### src/rtl/ntt_pkg.sv
// Shared constants, state encoding and descriptor payload for the NTT butterfly scheduler.
package ntt_pkg;

    localparam int unsigned NTT_N      = 256;
    localparam int unsigned NTT_LOG_N  = 8;
    localparam int unsigned NTT_AW     = NTT_LOG_N;
    localparam int unsigned NTT_WB_LAT = 2;
    localparam int unsigned TOTAL_BF   = (NTT_N / 2) * NTT_LOG_N;

    typedef enum logic [1:0] {
        IDLE   = 2'd0,
        ISSUE  = 2'd1,
        BUBBLE = 2'd2,
        DRAIN  = 2'd3
    } ntt_state_e;

    typedef struct packed {
        logic [NTT_AW-1:0]    addr_x;
        logic [NTT_AW-1:0]    addr_y;
        logic [NTT_AW-1:0]    tf_addr;
        logic [NTT_LOG_N-1:0] stage;
        logic                 last_issue;
    } bf_desc_t;

endpackage

### src/rtl/ntt_sched_if.sv
// Control and descriptor bus between the NTT FSM/datapath and the butterfly scheduler.
interface ntt_sched_if
    import ntt_pkg::*;
#(
    parameter int unsigned AW    = NTT_AW,
    parameter int unsigned LOG_N = NTT_LOG_N
);
    logic             start;
    logic             busy;
    logic             done;
    logic             bf_valid;
    logic             bf_ready;
    logic [AW-1:0]    addr_x;
    logic [AW-1:0]    addr_y;
    logic [AW-1:0]    tf_addr;
    logic [LOG_N-1:0] stage;
    logic             last_issue;

    modport master (
        input  start, bf_ready,
        output busy, done, bf_valid, addr_x, addr_y, tf_addr, stage, last_issue
    );

    modport slave (
        output start, bf_ready,
        input  busy, done, bf_valid, addr_x, addr_y, tf_addr, stage, last_issue
    );
endinterface

### src/rtl/ntt_idx_step.sv
// Combinational next-index step for the (stage, block, j) walk of the Cooley-Tukey schedule.
module ntt_idx_step
    import ntt_pkg::*;
#(
    parameter int unsigned N  = NTT_N,
    parameter int unsigned AW = NTT_AW
) (
    input  logic [AW-1:0] j,
    input  logic [AW-1:0] start_ix,
    input  logic [AW:0]   len,
    input  logic [AW-1:0] m,
    output logic [AW-1:0] j_nxt_c,
    output logic [AW-1:0] start_ix_nxt_c,
    output logic [AW:0]   len_nxt_c,
    output logic [AW-1:0] m_nxt_c,
    output logic          end_of_block_c,
    output logic          end_of_stage_c,
    output logic          end_of_transform_c
);
    localparam int unsigned LW = AW + 1;

    logic [LW-1:0] j_inc;
    logic [LW-1:0] blk_end;
    logic [LW-1:0] next_start;
    logic          more_blocks;

    // All block-boundary arithmetic is carried at AW+1 bits so start_ix+2*len == N does not wrap.
    always_comb begin
        j_inc              = LW'(j) + LW'(1);
        blk_end            = LW'(start_ix) + len;
        next_start         = LW'(start_ix) + (len << 1);
        more_blocks        = next_start < LW'(N);
        end_of_block_c     = !(j_inc < blk_end);
        end_of_stage_c     = end_of_block_c && !more_blocks;
        end_of_transform_c = end_of_stage_c && (len == LW'(1));
        j_nxt_c            = j + AW'(1);
        start_ix_nxt_c     = start_ix;
        len_nxt_c          = len;
        m_nxt_c            = m;
        if (end_of_block_c) begin
            m_nxt_c = m + AW'(1);
            if (more_blocks) begin
                j_nxt_c        = AW'(next_start);
                start_ix_nxt_c = AW'(next_start);
            end else begin
                j_nxt_c        = '0;
                start_ix_nxt_c = '0;
                len_nxt_c      = len >> 1;
            end
        end
    end
endmodule

### src/rtl/ntt_sched.sv
// Butterfly schedule controller: issues (x, y, twiddle) descriptors with write-back bubbles between stages.
module ntt_sched
    import ntt_pkg::*;
#(
    parameter int unsigned N      = NTT_N,
    parameter int unsigned LOG_N  = NTT_LOG_N,
    parameter int unsigned AW     = NTT_AW,
    parameter int unsigned WB_LAT = NTT_WB_LAT
) (
    input  logic         clk,
    input  logic         rst,
    ntt_sched_if.master  bus
);
    localparam int unsigned LW         = AW + 1;
    localparam int unsigned SW         = LOG_N;
    localparam int unsigned DW         = 3;
    localparam int unsigned DRAIN_INIT = (WB_LAT > 0) ? WB_LAT - 1 : 0;

    ntt_state_e    state;
    logic [AW-1:0] j;
    logic [AW-1:0] start_ix;
    logic [AW-1:0] m;
    logic [LW-1:0] len;
    logic [DW-1:0] drain;

    logic [AW-1:0] j_nxt_c;
    logic [AW-1:0] start_ix_nxt_c;
    logic [LW-1:0] len_nxt_c;
    logic [AW-1:0] m_nxt_c;
    logic          end_of_block_c;
    logic          end_of_stage_c;
    logic          end_of_transform_c;

    ntt_idx_step #(.N(N), .AW(AW)) u_step (
        .j                  (j),
        .start_ix           (start_ix),
        .len                (len),
        .m                  (m),
        .j_nxt_c            (j_nxt_c),
        .start_ix_nxt_c     (start_ix_nxt_c),
        .len_nxt_c          (len_nxt_c),
        .m_nxt_c            (m_nxt_c),
        .end_of_block_c     (end_of_block_c),
        .end_of_stage_c     (end_of_stage_c),
        .end_of_transform_c (end_of_transform_c)
    );

    // Descriptor outputs are loaded together with the index registers so they hold across stalls.
    always_ff @(posedge clk) begin
        if (rst) begin
            state          <= IDLE;
            j              <= '0;
            start_ix       <= '0;
            m              <= '0;
            len            <= '0;
            drain          <= '0;
            bus.busy       <= 1'b0;
            bus.done       <= 1'b0;
            bus.bf_valid   <= 1'b0;
            bus.last_issue <= 1'b0;
            bus.addr_x     <= '0;
            bus.addr_y     <= '0;
            bus.tf_addr    <= '0;
            bus.stage      <= '0;
        end else begin
            bus.done <= 1'b0;
            unique case (state)
                IDLE: begin
                    if (bus.start && !bus.done) begin
                        len            <= LW'(N / 2);
                        start_ix       <= '0;
                        j              <= '0;
                        m              <= '0;
                        bus.stage      <= '0;
                        bus.addr_x     <= '0;
                        bus.addr_y     <= AW'(N / 2);
                        bus.tf_addr    <= AW'(1);
                        bus.bf_valid   <= 1'b1;
                        bus.last_issue <= 1'b0;
                        bus.busy       <= 1'b1;
                        state          <= ISSUE;
                    end
                end
                ISSUE: begin
                    if (bus.bf_valid && bus.bf_ready) begin
                        j        <= j_nxt_c;
                        start_ix <= start_ix_nxt_c;
                        len      <= len_nxt_c;
                        if (end_of_block_c) begin
                            m <= m_nxt_c;
                        end
                        if (!end_of_stage_c) begin
                            bus.addr_x     <= j_nxt_c;
                            bus.addr_y     <= AW'(LW'(j_nxt_c) + len);
                            bus.tf_addr    <= m_nxt_c + AW'(1);
                            bus.last_issue <= (bus.stage == SW'(LOG_N - 1)) && (j_nxt_c == AW'(N - 2));
                        end else if (!end_of_transform_c) begin
                            if (WB_LAT == 0) begin
                                bus.stage   <= bus.stage + SW'(1);
                                bus.addr_x  <= '0;
                                bus.addr_y  <= AW'(len_nxt_c);
                                bus.tf_addr <= m_nxt_c + AW'(1);
                            end else begin
                                bus.bf_valid <= 1'b0;
                                drain        <= DW'(DRAIN_INIT);
                                state        <= BUBBLE;
                            end
                        end else begin
                            bus.bf_valid   <= 1'b0;
                            bus.last_issue <= 1'b0;
                            if (WB_LAT == 0) begin
                                bus.done <= 1'b1;
                                bus.busy <= 1'b0;
                                state    <= IDLE;
                            end else begin
                                drain <= DW'(DRAIN_INIT);
                                state <= DRAIN;
                            end
                        end
                    end
                end
                BUBBLE: begin
                    if (drain == '0) begin
                        bus.stage    <= bus.stage + SW'(1);
                        bus.addr_x   <= j;
                        bus.addr_y   <= AW'(LW'(j) + len);
                        bus.tf_addr  <= m + AW'(1);
                        bus.bf_valid <= 1'b1;
                        state        <= ISSUE;
                    end else begin
                        drain <= drain - DW'(1);
                    end
                end
                DRAIN: begin
                    if (drain == '0) begin
                        bus.done <= 1'b1;
                        bus.busy <= 1'b0;
                        state    <= IDLE;
                    end else begin
                        drain <= drain - DW'(1);
                    end
                end
            endcase
        end
    end
endmodule

### src/flat_wrapper.sv
// flat-port wrapper written by rule: the top's interface ports become plain ports
module ntt_sched_flat import ntt_pkg::*;
#(
    parameter int unsigned N      = NTT_N,
    parameter int unsigned LOG_N  = NTT_LOG_N,
    parameter int unsigned AW     = NTT_AW,
    parameter int unsigned WB_LAT = NTT_WB_LAT
)
  (clk, rst, bus_start, bus_bf_ready, bus_busy, bus_done, bus_bf_valid, bus_addr_x, bus_addr_y, bus_tf_addr, bus_stage, bus_last_issue);
  ntt_sched_if #(.AW(AW), .LOG_N(LOG_N)) bus_i ();
  input  logic clk;
  input  logic rst;
  input wire logic [$bits(bus_i.start)-1:0] bus_start;
  input wire logic [$bits(bus_i.bf_ready)-1:0] bus_bf_ready;
  output wire logic [$bits(bus_i.busy)-1:0] bus_busy;
  output wire logic [$bits(bus_i.done)-1:0] bus_done;
  output wire logic [$bits(bus_i.bf_valid)-1:0] bus_bf_valid;
  output wire logic [$bits(bus_i.addr_x)-1:0] bus_addr_x;
  output wire logic [$bits(bus_i.addr_y)-1:0] bus_addr_y;
  output wire logic [$bits(bus_i.tf_addr)-1:0] bus_tf_addr;
  output wire logic [$bits(bus_i.stage)-1:0] bus_stage;
  output wire logic [$bits(bus_i.last_issue)-1:0] bus_last_issue;
  assign bus_i.start = bus_start;
  assign bus_i.bf_ready = bus_bf_ready;
  assign bus_busy = bus_i.busy;
  assign bus_done = bus_i.done;
  assign bus_bf_valid = bus_i.bf_valid;
  assign bus_addr_x = bus_i.addr_x;
  assign bus_addr_y = bus_i.addr_y;
  assign bus_tf_addr = bus_i.tf_addr;
  assign bus_stage = bus_i.stage;
  assign bus_last_issue = bus_i.last_issue;
  ntt_sched #(.N(N), .LOG_N(LOG_N), .AW(AW), .WB_LAT(WB_LAT)) u_core (.clk(clk), .rst(rst), .bus(bus_i));
endmodule
### config.mk
export PLATFORM = sky130hd
export DESIGN_NAME = ntt_sched_flat
export DESIGN_NICKNAME = d
export VERILOG_FILES = /design/src/rtl/ntt_pkg.sv /design/src/rtl/ntt_sched_if.sv /design/src/rtl/ntt_idx_step.sv /design/src/rtl/ntt_sched.sv /design/src/flat_wrapper.sv
export SDC_FILE = /design/constraint.sdc
export NUM_CORES = 1
export LEC_CHECK = 0
export CAP_MARGIN = 15
export CORE_ASPECT_RATIO = 0.5
export CORE_MARGIN = 4
export CORE_UTILIZATION = 45
export DETAILED_ROUTE_END_ITERATION = 16
export GPL_ROUTABILITY_DRIVEN = 0
export PLACE_DENSITY = 0.73
export SLEW_MARGIN = 20
export SYNTH_ARGS = -nofsm -noshare
export SYNTH_HDL_FRONTEND = slang
export SYNTH_HIERARCHICAL = 1
export SYNTH_SLANG_ARGS = --single-unit
### constraint.sdc
create_clock -name clk -period 7.7 [get_ports clk]
set_input_delay 0.77 -clock clk [delete_from_list [all_inputs] [get_ports clk]]
set_output_delay 0.77 -clock clk [all_outputs]
set_load 0.05 [all_outputs]
==> impl_metrics.env <==
export IMPL_status="completed"
export IMPL_n_antenna_cell=0
export IMPL_hold_class="flip-flop to flip-flop"
export IMPL_multi_input_area_sq_um=3415
export IMPL_finalCritPeriodShare_pct=70.39
export IMPL_dieArea_sq_um=13360
export IMPL_area_delta_synth_final_pct=14.10
export IMPL_ant_nets=0
export IMPL_worst_r2r_path_depth=26
export IMPL_place_hpwl_mm=8.837
export IMPL_max_clock_freq_mhz=184.5
export IMPL_insertion_delay_ns=0.34
export IMPL_r2r_end="u_core/bus.addr_y[6]"
export IMPL_die_y_microns=83.75
export IMPL_slew_headroom_pct=33.86
export IMPL_cp_end_kind="flip-flop"
export IMPL_critical_path_class="flip-flop to flip-flop"
export IMPL_cts_setup_buffers=0
export IMPL_track_usage_pct=19.01
export IMPL_finalSetupViolCount=0
export IMPL_syn_cell_area_sq_um=5164
export IMPL_rr_startpoint="u_core/len[0]"
export IMPL_clk_pin_slew_worst_paths_ns=0.06
export IMPL_port_buffers=39
export IMPL_die_w_microns=159.5
export IMPL_grt_max_degree=76
export IMPL_grt_pass1_wl_mm=21.03
export IMPL_finalClockSkew_ns=0.008288
export IMPL_htree_levels=3
export IMPL_required_ns=7.95
export IMPL_min_path_cells=2
export IMPL_routedWlPerCell_microns=16.82
export IMPL_yosysUniqueCellTypes=68
export IMPL_drtIter0Drc=337
export IMPL_reg2reg_slack_ns=2.28
export IMPL_first_global_vias=4128
export IMPL_hold_viol_final=0
export IMPL_synth_edf_count=0
export IMPL_drt_pre_antenna_iters=4
export IMPL_vdd_drop_max_mv=0.1507
export IMPL_rows=27
export IMPL_wl_mm=12.87
export IMPL_register_area_sq_um=1481
export IMPL_clockRootBuffer="clkbuf_16"
export IMPL_cts_tree="done"
export IMPL_final_min_clock_period_ns=5.420
export IMPL_path_max_fanout=14
export IMPL_syn_inst=591
export IMPL_core_area_sq_um=11110
export IMPL_start_util_pct=46.46
export IMPL_syn_num_nets=638
export IMPL_syn_area_per_cell_sq_um=8.737
export IMPL_vias=4442
export IMPL_drv_slew=0
export IMPL_yosysSeqAreaShare_pct=28.69
export IMPL_final_util_pct=53.01
export IMPL_synthFlopType="dfxtp_1"
export IMPL_fill_cells=999
export IMPL_cts_resized_gates=0
export IMPL_yosysWarningCount=6
export IMPL_static_leakage_power_nw=2.248
export IMPL_ioPinCount=40
export IMPL_clock_sinks=74
export IMPL_antenna_found_initial=0
export IMPL_p_per_area_nw_per_um2=260.0
export IMPL_ys_ff_latch=74
export IMPL_maxCapViolCount=0
export IMPL_drc_errors=0
export IMPL_worst_pin_slew_ns=0.9921
export IMPL_min_delay_start="u_core/drain[2]"
export IMPL_vias_per_cell=5.807
export IMPL_drive_gt1_share_pct=11.61
export IMPL_numCtsBuffers=9
export IMPL_critPathLaunchType="flip-flop"
export IMPL_setup_tns_final_ns=0
export IMPL_min_to="u_core/drain[2]"
export IMPL_clock_path_buffers=2
export IMPL_rsz0062_at_grt="false"
export IMPL_nets=662
export IMPL_ctsHoldBuffers=0
export IMPL_async_flop_share_pct=0
export IMPL_arrival_ns=5.67
export IMPL_grt_overflow=0
==> sequential cells by signal, indices dropped and copies added, names as in the netlist <==
signal	flops
u_core/len	9
u_core/bus.addr_x	8
u_core/bus.addr_y	8
u_core/bus.stage	8
u_core/bus.tf_addr	8
u_core/j	8
u_core/m	8
u_core/start_ix	8
u_core/drain	3
u_core/state	2
u_core/bus.bf_valid	1
u_core/bus.busy	1
u_core/bus.done	1
u_core/bus.last_issue	1
==> layer usage <==
metal  vias to the layer above  part of all wire (%)  GRT usage, %
met4                         0                  0.49         3.937
li1                       2201                     -             -
met1                      2159                    50         25.63
met3                         6                   4.0         5.229
met2                        76                    46         30.57
met5                         -                     0             0
==> cells in the mapped netlist (all sizes together) (4+ instances only) <==
cell type	instances	area share, %
buf	22	2.8
nor2b	11	1.5
a22o	21	3.6
nand4	10	1.2
clkbuf	9	0.65
a21oi	28	2.8
nor2	79	6.3
ha	40	9.7
a21o	4	0.58
a211oi	9	1.8
xnor2	20	3.5
nand3	14	1.4
a22oi	49	8.0
dfxtp	74	29
nor3	6	0.58
mux2i	7	1.4
inv	25	1.8
nand2	31	2.3
o21ai	28	2.7
nand2b	8	1.3
and2	5	0.65
xor2	20	3.4
nand3b	11	1.6
and3	6	0.73
mux2	16	3.9
==> worst max-delay path, stage by stage, from the launching register on <==
cell,delay (ns)
dfxtp_1,0.43
ha_1,0.23
inv_1,0.06
fa_1,0.40
nor2b_1,0.12
o21ai_0,0.11
a21oi_1,0.17
or4_1,0.12
o21ai_0,0.09
xor2_1,0.16
ha_1,0.33
and4_1,0.22
a221o_1,0.15
a31oi_1,0.04
o21a_1,0.13
inv_2,0.23
and2_4,0.30
o2bb2ai_1,0.21
mux2_2,0.22
ha_1,0.15
inv_1,0.05
fa_1,0.40
nand2b_1,0.18
a21oi_1,0.18
o21ai_0,0.15
a2111o_1,0.43
o311ai_1,0.07
==> placed cells by master (no fill, tap or decap), types with 6 or more instances in the layout <==
| cell type | count |
|---|---|
| nor2_1 | 69 |
| xnor2_1 | 19 |
| mux2i_1 | 7 |
| clkbuf_16 | 9 |
| and3_1 | 6 |
| nor3_1 | 6 |
| ha_1 | 40 |
| a22oi_1 | 40 |
| clkdlybuf4s50_1 | 38 |
| a22oi_2 | 9 |
| dfxtp_1 | 74 |
| nand2b_1 | 6 |
| o21ai_0 | 26 |
| nand2_1 | 30 |
| mux2_2 | 11 |
| nand4_1 | 10 |
| nand3b_1 | 11 |
| a21oi_1 | 26 |
| nor2b_1 | 10 |
| nand3_1 | 14 |
| xor2_1 | 20 |
| nor2_2 | 9 |
| inv_1 | 23 |
| a22o_1 | 21 |
==> stage by stage <==
stage / total power [W] / cell area [sq um] / setup slack (ns) / hold WS, ns / instances
detailed placement: 0.001105 / 5594 / 2.414 / 0.4705 / 749
CTS: 0.001532 / 5892 / 2.347 / 0.4789 / 765
floorplan: 0.0009796 / 5164 / 2.756 / 0.4496 / 591
global placement: 0.001094 / 5594 / 2.534 / 0.4585 / 749
global route: 0.001611 / 5892 / 1.885 / 0.5167 / 765
finish: 0.001532 / 5892 / 2.280 / 0.4762 / 765
==> kinds of logic after synthesis <==
logic type / count (synthesis) / synth area share (%)
simple gates: 189 / 18.83
mux: 23 / 5.210
buf+inv: 56 / 5.258
flops: 74 / 28.69
fa+ha+maj: 43 / 10.86
compound gates: 166 / 24.23
xor+xnor: 40 / 6.930
==> worst max-delay path by stage <==
stage,start,endpoint,slack [ns],depth (start not counted)
3_5_place_dp,u_core/len[1],u_core/bus.addr_y[6],2.41,25
3_3_place_gp,u_core/len[1],u_core/bus.addr_y[6],2.53,25
5_1_grt,u_core/len[0],u_core/bus.addr_y[6],1.88,26
2_1_floorplan,u_core/len[0],u_core/bus.addr_y[6],2.76,26
6_report,u_core/len[0],u_core/bus.addr_y[6],2.28,26
4_1_cts,u_core/len[0],u_core/bus.addr_y[6],2.35,26
==> layout make-up <==
class	count	share of cell area, %
clock buffer	12	4.183
clock inverter	4	0.8707
inverter	25	1.593
multi-input combinational	461	57.95
sequential	74	25.14
tap	145	3.079
timing repair buffer	44	7.178
==> power breakdown <==
group,switching [W],internal [W]
clock network,0.000165,0.000260
logic,0.000480,0.000191
registers,0.0000260,0.000411
total,0.000671,0.000861
(Power assumes the default switching activity.)
==> edit 1: new RTL, same settings <==
Make the reset (`rst`) asynchronous in one clocked block.
--- a/src/rtl/ntt_sched.sv
+++ b/src/rtl/ntt_sched.sv
@@ -47,5 +47,5 @@
 
     // Descriptor outputs are loaded together with the index registers so they hold across stalls.
-    always_ff @(posedge clk) begin
+    always_ff @(posedge clk or posedge rst) begin
         if (rst) begin
             state          <= IDLE;
Behaviour: differs if rst is asserted again (counterexample within 4 cycles, from zero or initial values and one cycle with rst high); with rst held inactive, the same outputs for 10 cycles.
==> edit 1 against the unedited design <==
Design area is 5.6% higher; worst setup slack worse by 0.38 ns; sequential cell count unchanged; sequential share of layout area is 4.6 points higher; power is 51% higher; synthesized area grew 4.7%; wire length is 11% higher; synthesized cell count is 3.2% higher.
==> edit 1: results <==
# TYPE chip_impl_metric gauge
chip_impl_metric{name="route.final.wire_length",unit="um"} 14200
chip_impl_info{name="yosys-top-cells-count",value="nand2_1 (130), dfrtp_1 (74), ha_1 (41), o21ai_0 (39), nand3_1 (31)"} 1
chip_impl_info{name="status",value="completed"} 1
chip_impl_info{name="cpMaxStageDelayCell",value="dfrtp_1"} 1
chip_impl_metric{name="n_fill_cell",unit=""} 1010
chip_impl_metric{name="grt.met1_usage",unit="%"} 30.7
chip_impl_metric{name="avgSynthCellArea",unit="um^2"} 8.86
chip_impl_metric{name="internal_power",unit="mW"} 1.14
chip_impl_metric{name="place_inst",unit=""} 784
chip_impl_metric{name="power.static_leakage",unit="nW"} 2.81
chip_impl_metric{name="vdd_drop_max",unit="uV"} 200
chip_impl_info{name="hold_path_startpoint",value="u_core/bus.addr_y[0]"} 1
chip_impl_metric{name="r2r_setup_slack",unit="ns"} 1.90
chip_impl_info{name="critical_path.startpoint",value="u_core/len[1]"} 1
chip_impl_info{name="min_path_type",value="flip-flop to flip-flop"} 1
chip_impl_metric{name="ffs_w_async_s_r_synth",unit="%"} 100
chip_impl_metric{name="hpwl",unit="um"} 10000
chip_impl_metric{name="first_global_vias",unit=""} 4492
chip_impl_metric{name="whs_path_depth",unit=""} 2
chip_impl_metric{name="ff2ff_path_depth",unit=""} 24
chip_impl_metric{name="global_route.usage.total",unit="%"} 21.0
chip_impl_metric{name="tightestPinTransition",unit="ns"} 1.11
chip_impl_metric{name="drt_iter0_drc",unit=""} 512
chip_impl_metric{name="ys_seq_area_share",unit="%"} 34.3
chip_impl_info{name="ys_top_cells_by_area",value="dfrtp_1 (34%), ha_1 (9.5%), nand2_1 (9.0%)"} 1
chip_impl_metric{name="wl_per_cell",unit="um"} 17.8
chip_impl_metric{name="hold_slack",unit="ns"} 0.465
chip_impl_metric{name="detailedRoute.firstPassIterationCount",unit=""} 6
chip_impl_info{name="timing.hold.worst_endpoint",value="u_core/bus.addr_y[0]"} 1
chip_impl_metric{name="final.setup_skew",unit="ns"} 0.00538
chip_impl_metric{name="synthesis.nets",unit=""} 658
chip_impl_metric{name="grtUsageMet3",unit="%"} 3.74
chip_impl_metric{name="clock_tree.buffer_depth",unit=""} 2
chip_impl_metric{name="critical-path-max-stage-delay",unit="ns"} 0.53
chip_impl_info{name="rr_endpoint",value="u_core/bus.addr_y[6]"} 1
chip_impl_metric{name="design.final.nets",unit=""} 684
chip_impl_metric{name="arrival",unit="ns"} 6.06
chip_impl_metric{name="antenna_cells_inserted",unit=""} 0
edit 1: power groups by stage:
stage / clock [mW] / sequential (mW) / combinational [mW]
global route: 0.502 / 0.562 / 1.39
finish: 0.473 / 0.552 / 1.29
CTS: 0.482 / 0.548 / 1.27
floorplan: 0 / 0.625 / 0.885
detailed placement: 0 / 0.554 / 1.26
global placement: 0 / 0.551 / 1.24
edit 1: layout make-up:
type                            instances  area share (%)
Multi-Input combinational cell        483            53.3
Clock buffer                           10            3.84
Tap cell                              159            3.20
Sequential cell                        74            29.8
Timing Repair Buffer                   44            6.88
Clock inverter                          6            1.57
Inverter                               24            1.45
edit 1: worst register-to-register path: stages, from the launching register on:
cell,delay (ns)
dfrtp_1,0.53
ha_1,0.30
a21oi_1,0.17
nor2b_1,0.09
nor3_1,0.25
nor2_1,0.13
o41ai_1,0.35
xor2_1,0.20
ha_1,0.26
and4_1,0.22
a221o_1,0.29
a31oi_1,0.16
o21a_1,0.15
buf_4,0.26
inv_2,0.25
o2bb2ai_1,0.39
mux2_2,0.23
ha_1,0.21
inv_1,0.07
fa_1,0.38
nor2b_1,0.26
o31a_1,0.20
o22ai_1,0.10
xor2_1,0.15
o21ai_1,0.12
edit 1: routing by layer:
metal | vias to the layer above | routed length (um)
met2 | 169 | 6210
met3 | 23 | 1010
li1 | 2226 | -
met5 | - | 0
met4 | 0 | 220
met1 | 2261 | 6800
edit 1: per-stage QoR:
step	area (um^2)	setup WS, ns
3_5_place_dp	5880	2.08
2_1_floorplan	5410	2.84
5_1_grt	6220	1.48
4_1_cts	6220	2.04
3_3_place_gp	5880	2.30
6_report	6220	1.90
edit 1: logic make-up after synthesis:
family                   count (synthesis)  share of synthesized area [%]
XOR/XNOR                                36                           5.97
AND/OR/NAND/NOR                        238                           20.2
adder cells (fa/ha/maj)                 44                           10.6
AO/OA/AOI/OAI                          146                           20.3
multiplexers                            19                           4.24
flip-flops                              74                           34.3
buffers and inverters                   53                           4.42
edit 1: how the worst max path moves through the flow:
stage,end,slack [ns]
CTS,u_core/bus.addr_y[6],2.04
global route,u_core/bus.addr_y[6],1.48
global placement,u_core/bus.addr_y[6],2.30
detailed placement,u_core/bus.addr_y[6],2.08
finish,u_core/bus.addr_y[6],1.90
floorplan,u_core/bus.addr_y[6],2.84
==> edit 2: new RTL, config.mk and constraints unchanged <==
Made on the original files. The package constant `NTT_LOG_N` goes from 8 to 9.
--- a/src/rtl/ntt_pkg.sv
+++ b/src/rtl/ntt_pkg.sv
@@ -3,5 +3,5 @@
 
     localparam int unsigned NTT_N      = 256;
-    localparam int unsigned NTT_LOG_N  = 8;
+    localparam int unsigned NTT_LOG_N  = 9;
     localparam int unsigned NTT_AW     = NTT_LOG_N;
     localparam int unsigned NTT_WB_LAT = 2;
Ports: changed (resized bus_addr_x, bus_addr_y, bus_stage and bus_tf_addr); port bits go from 40 to 44. No check against the original RTL was run, so the function may have changed too.
==> edit 2 against the unedited design <==
Synthesized area increased by 11%; sequential cell count increased by 8; wire length increased by 15%; power increased by 15%; final cell count increased by 16%; largest cell class unchanged; clock skew about the same; clock power increased by 6.8%; design area increased by 11%; critical path type unchanged; worst setup slack got worse by 0.15 ns; utilization increased by 0.95 points.
==> edit 2: results <==
# TYPE chip_impl_metric gauge
chip_impl_metric{name="placement.setup.worst_slack",unit="ns"} 2.28
chip_impl_info{name="status",value="completed"} 1
chip_impl_metric{name="drt_iter0_drc",unit=""} 361
chip_impl_metric{name="critical-path-max-stage-delay",unit="ns"} 0.66
chip_impl_metric{name="final_layout_size_suffix_gt1_share",unit="%"} 7.58
chip_impl_metric{name="largest_register_ff_count",unit=""} 10
chip_impl_metric{name="place_inst",unit=""} 875
chip_impl_info{name="ys_top_cells_by_area",value="dfxtp_1 (29%), ha_1 (10%), a21oi_1 (4.9%)"} 1
chip_impl_metric{name="final.setup_skew",unit="ns"} 0.00846
chip_impl_metric{name="wl_met2",unit="um"} 6760
chip_impl_metric{name="design.final.nets",unit=""} 774
chip_impl_metric{name="maxSlewHeadroom",unit="%"} 27.2
chip_impl_metric{name="synthesis.nets",unit=""} 751
chip_impl_info{name="cpMaxStageDelayCell",value="nor3_2"} 1
chip_impl_metric{name="arrival",unit="ns"} 5.84
chip_impl_info{name="rr_endpoint",value="u_core/bus.addr_y[8]"} 1
chip_impl_metric{name="route.final.wire_length",unit="um"} 14800
chip_impl_metric{name="ff2ff_path_depth",unit=""} 24
chip_impl_metric{name="post_synth_num_cell_types",unit=""} 69
chip_impl_metric{name="global_route_wire_length_before_repair",unit="um"} 24200
chip_impl_metric{name="highest_fanout_seen_on_the_critical_path",unit=""} 26
chip_impl_info{name="yosys-top-cells-count",value="dfxtp_1 (82), nand2_1 (71), a21oi_1 (56), ha_1 (46), nor2_1 (46)"} 1
chip_impl_metric{name="first_global_vias",unit=""} 4876
chip_impl_metric{name="drt-met1-wl",unit="um"} 7240
chip_impl_info{name="hold_path_startpoint",value="u_core/bus.addr_y[4]"} 1
chip_impl_metric{name="via_count",unit=""} 5292
chip_impl_metric{name="wl_per_cell",unit="um"} 16.7
chip_impl_metric{name="wl_met3",unit="um"} 702
chip_impl_metric{name="post-route-min-period",unit="ns"} 5.57
chip_impl_metric{name="r2r_setup_slack",unit="ns"} 2.13
chip_impl_metric{name="n_fill_cell",unit=""} 1146
chip_impl_metric{name="ys_seq_area_share",unit="%"} 28.7
chip_impl_metric{name="grt_start_max_net_pins",unit=""} 71
chip_impl_info{name="worst_r2r_startpoint",value="u_core/len[1]"} 1
chip_impl_metric{name="detailedRoute.firstPassIterationCount",unit=""} 7
chip_impl_metric{name="port_buffers",unit=""} 43
chip_impl_metric{name="power.static_leakage",unit="nW"} 2.51
-- edit 2: changes by cell type in the layout (fill, tap and decap cells not counted), sizes merged, moves of 9 or more --
cell and delta:
nor2 -33, a21oi +30, a2bb2oi +9, a22oi -28, inv +13, nand2 +40, nand3 +32
-- edit 2: cell type report --
class	instances	area, um^2	area share, %
Clock buffer	10	239	3.65
Tap cell	165	206	3.16
Inverter	36	135	2.07
Sequential cell	82	1640	25.1
Multi-Input combinational cell	543	3770	57.7
Timing Repair Buffer	49	470	7.19
Clock inverter	6	73.8	1.13
-- edit 2: per-layer routing --
metal / up-vias / GRT usage (%)
met1: 2573 / 27.6
met5: - / 0
met4: 0 / 5.38
met2: 141 / 33.0
li1: 2568 / -
met3: 10 / 3.38
-- edit 2: how the worst min path moves through the flow --
stage	to	slack (ns)
after floorplan	u_core/drain[1]	0.45
after global placement	u_core/bus.tf_addr[2]	0.44
after detailed placement	u_core/bus.addr_y[4]	0.45
after CTS	u_core/bus.addr_y[4]	0.46
after global routing	u_core/bus.addr_y[4]	0.50
final	u_core/bus.addr_y[4]	0.45
-- edit 2: per-stage QoR --
stage | area [um^2] | hold WS [ns]
6_report | 6540 | 0.454
5_1_grt | 6540 | 0.502
4_1_cts | 6540 | 0.460
3_5_place_dp | 6230 | 0.451
3_3_place_gp | 6230 | 0.439
2_1_floorplan | 5720 | 0.450
-- edit 2: logic make-up (layout without fill, tap and decap cells) --
group	after synthesis	in the layout	synth area share (%)
AOI/OAI and AO/OA	195	195	23.4
xor gates and xnor gates	46	46	7.04
adders and majority gates	49	49	11.1
buffers and inverters	73	101	5.46
DFF	82	82	28.7
muxes	22	22	4.50
and+or+nand+nor	231	231	19.8
-- edit 2: where the power goes --
part / internal (mW) / leakage, nW / total [mW] / switching (mW)
registers: 0.454 / 0.663 / 0.482 / 0.0283
clock network: 0.264 / 0.147 / 0.453 / 0.188
logic: 0.227 / 1.70 / 0.827 / 0.601
total: 0.944 / 2.51 / 1.76 / 0.817
-- edit 2: worst reg2reg max path, cell delays in order, from the launching register on --
cell and delay, ns:
dfxtp_1 0.53, ha_1 0.31, a21o_1 0.18, a21oi_1 0.24
o21a_1 0.24, o21ai_0 0.10, a21oi_1 0.19, xor2_1 0.09
ha_1 0.32, nand2_1 0.06, nor2_1 0.11, a211oi_1 0.07
o21a_1 0.13, buf_4 0.23, nor3_2 0.66, a22o_1 0.27
inv_1 0.06, o21ai_0 0.22, inv_1 0.10, fa_1 0.44
nor2b_1 0.16, o31a_1 0.19, a221oi_1 0.11, or3_1 0.36
a31oi_1 0.15
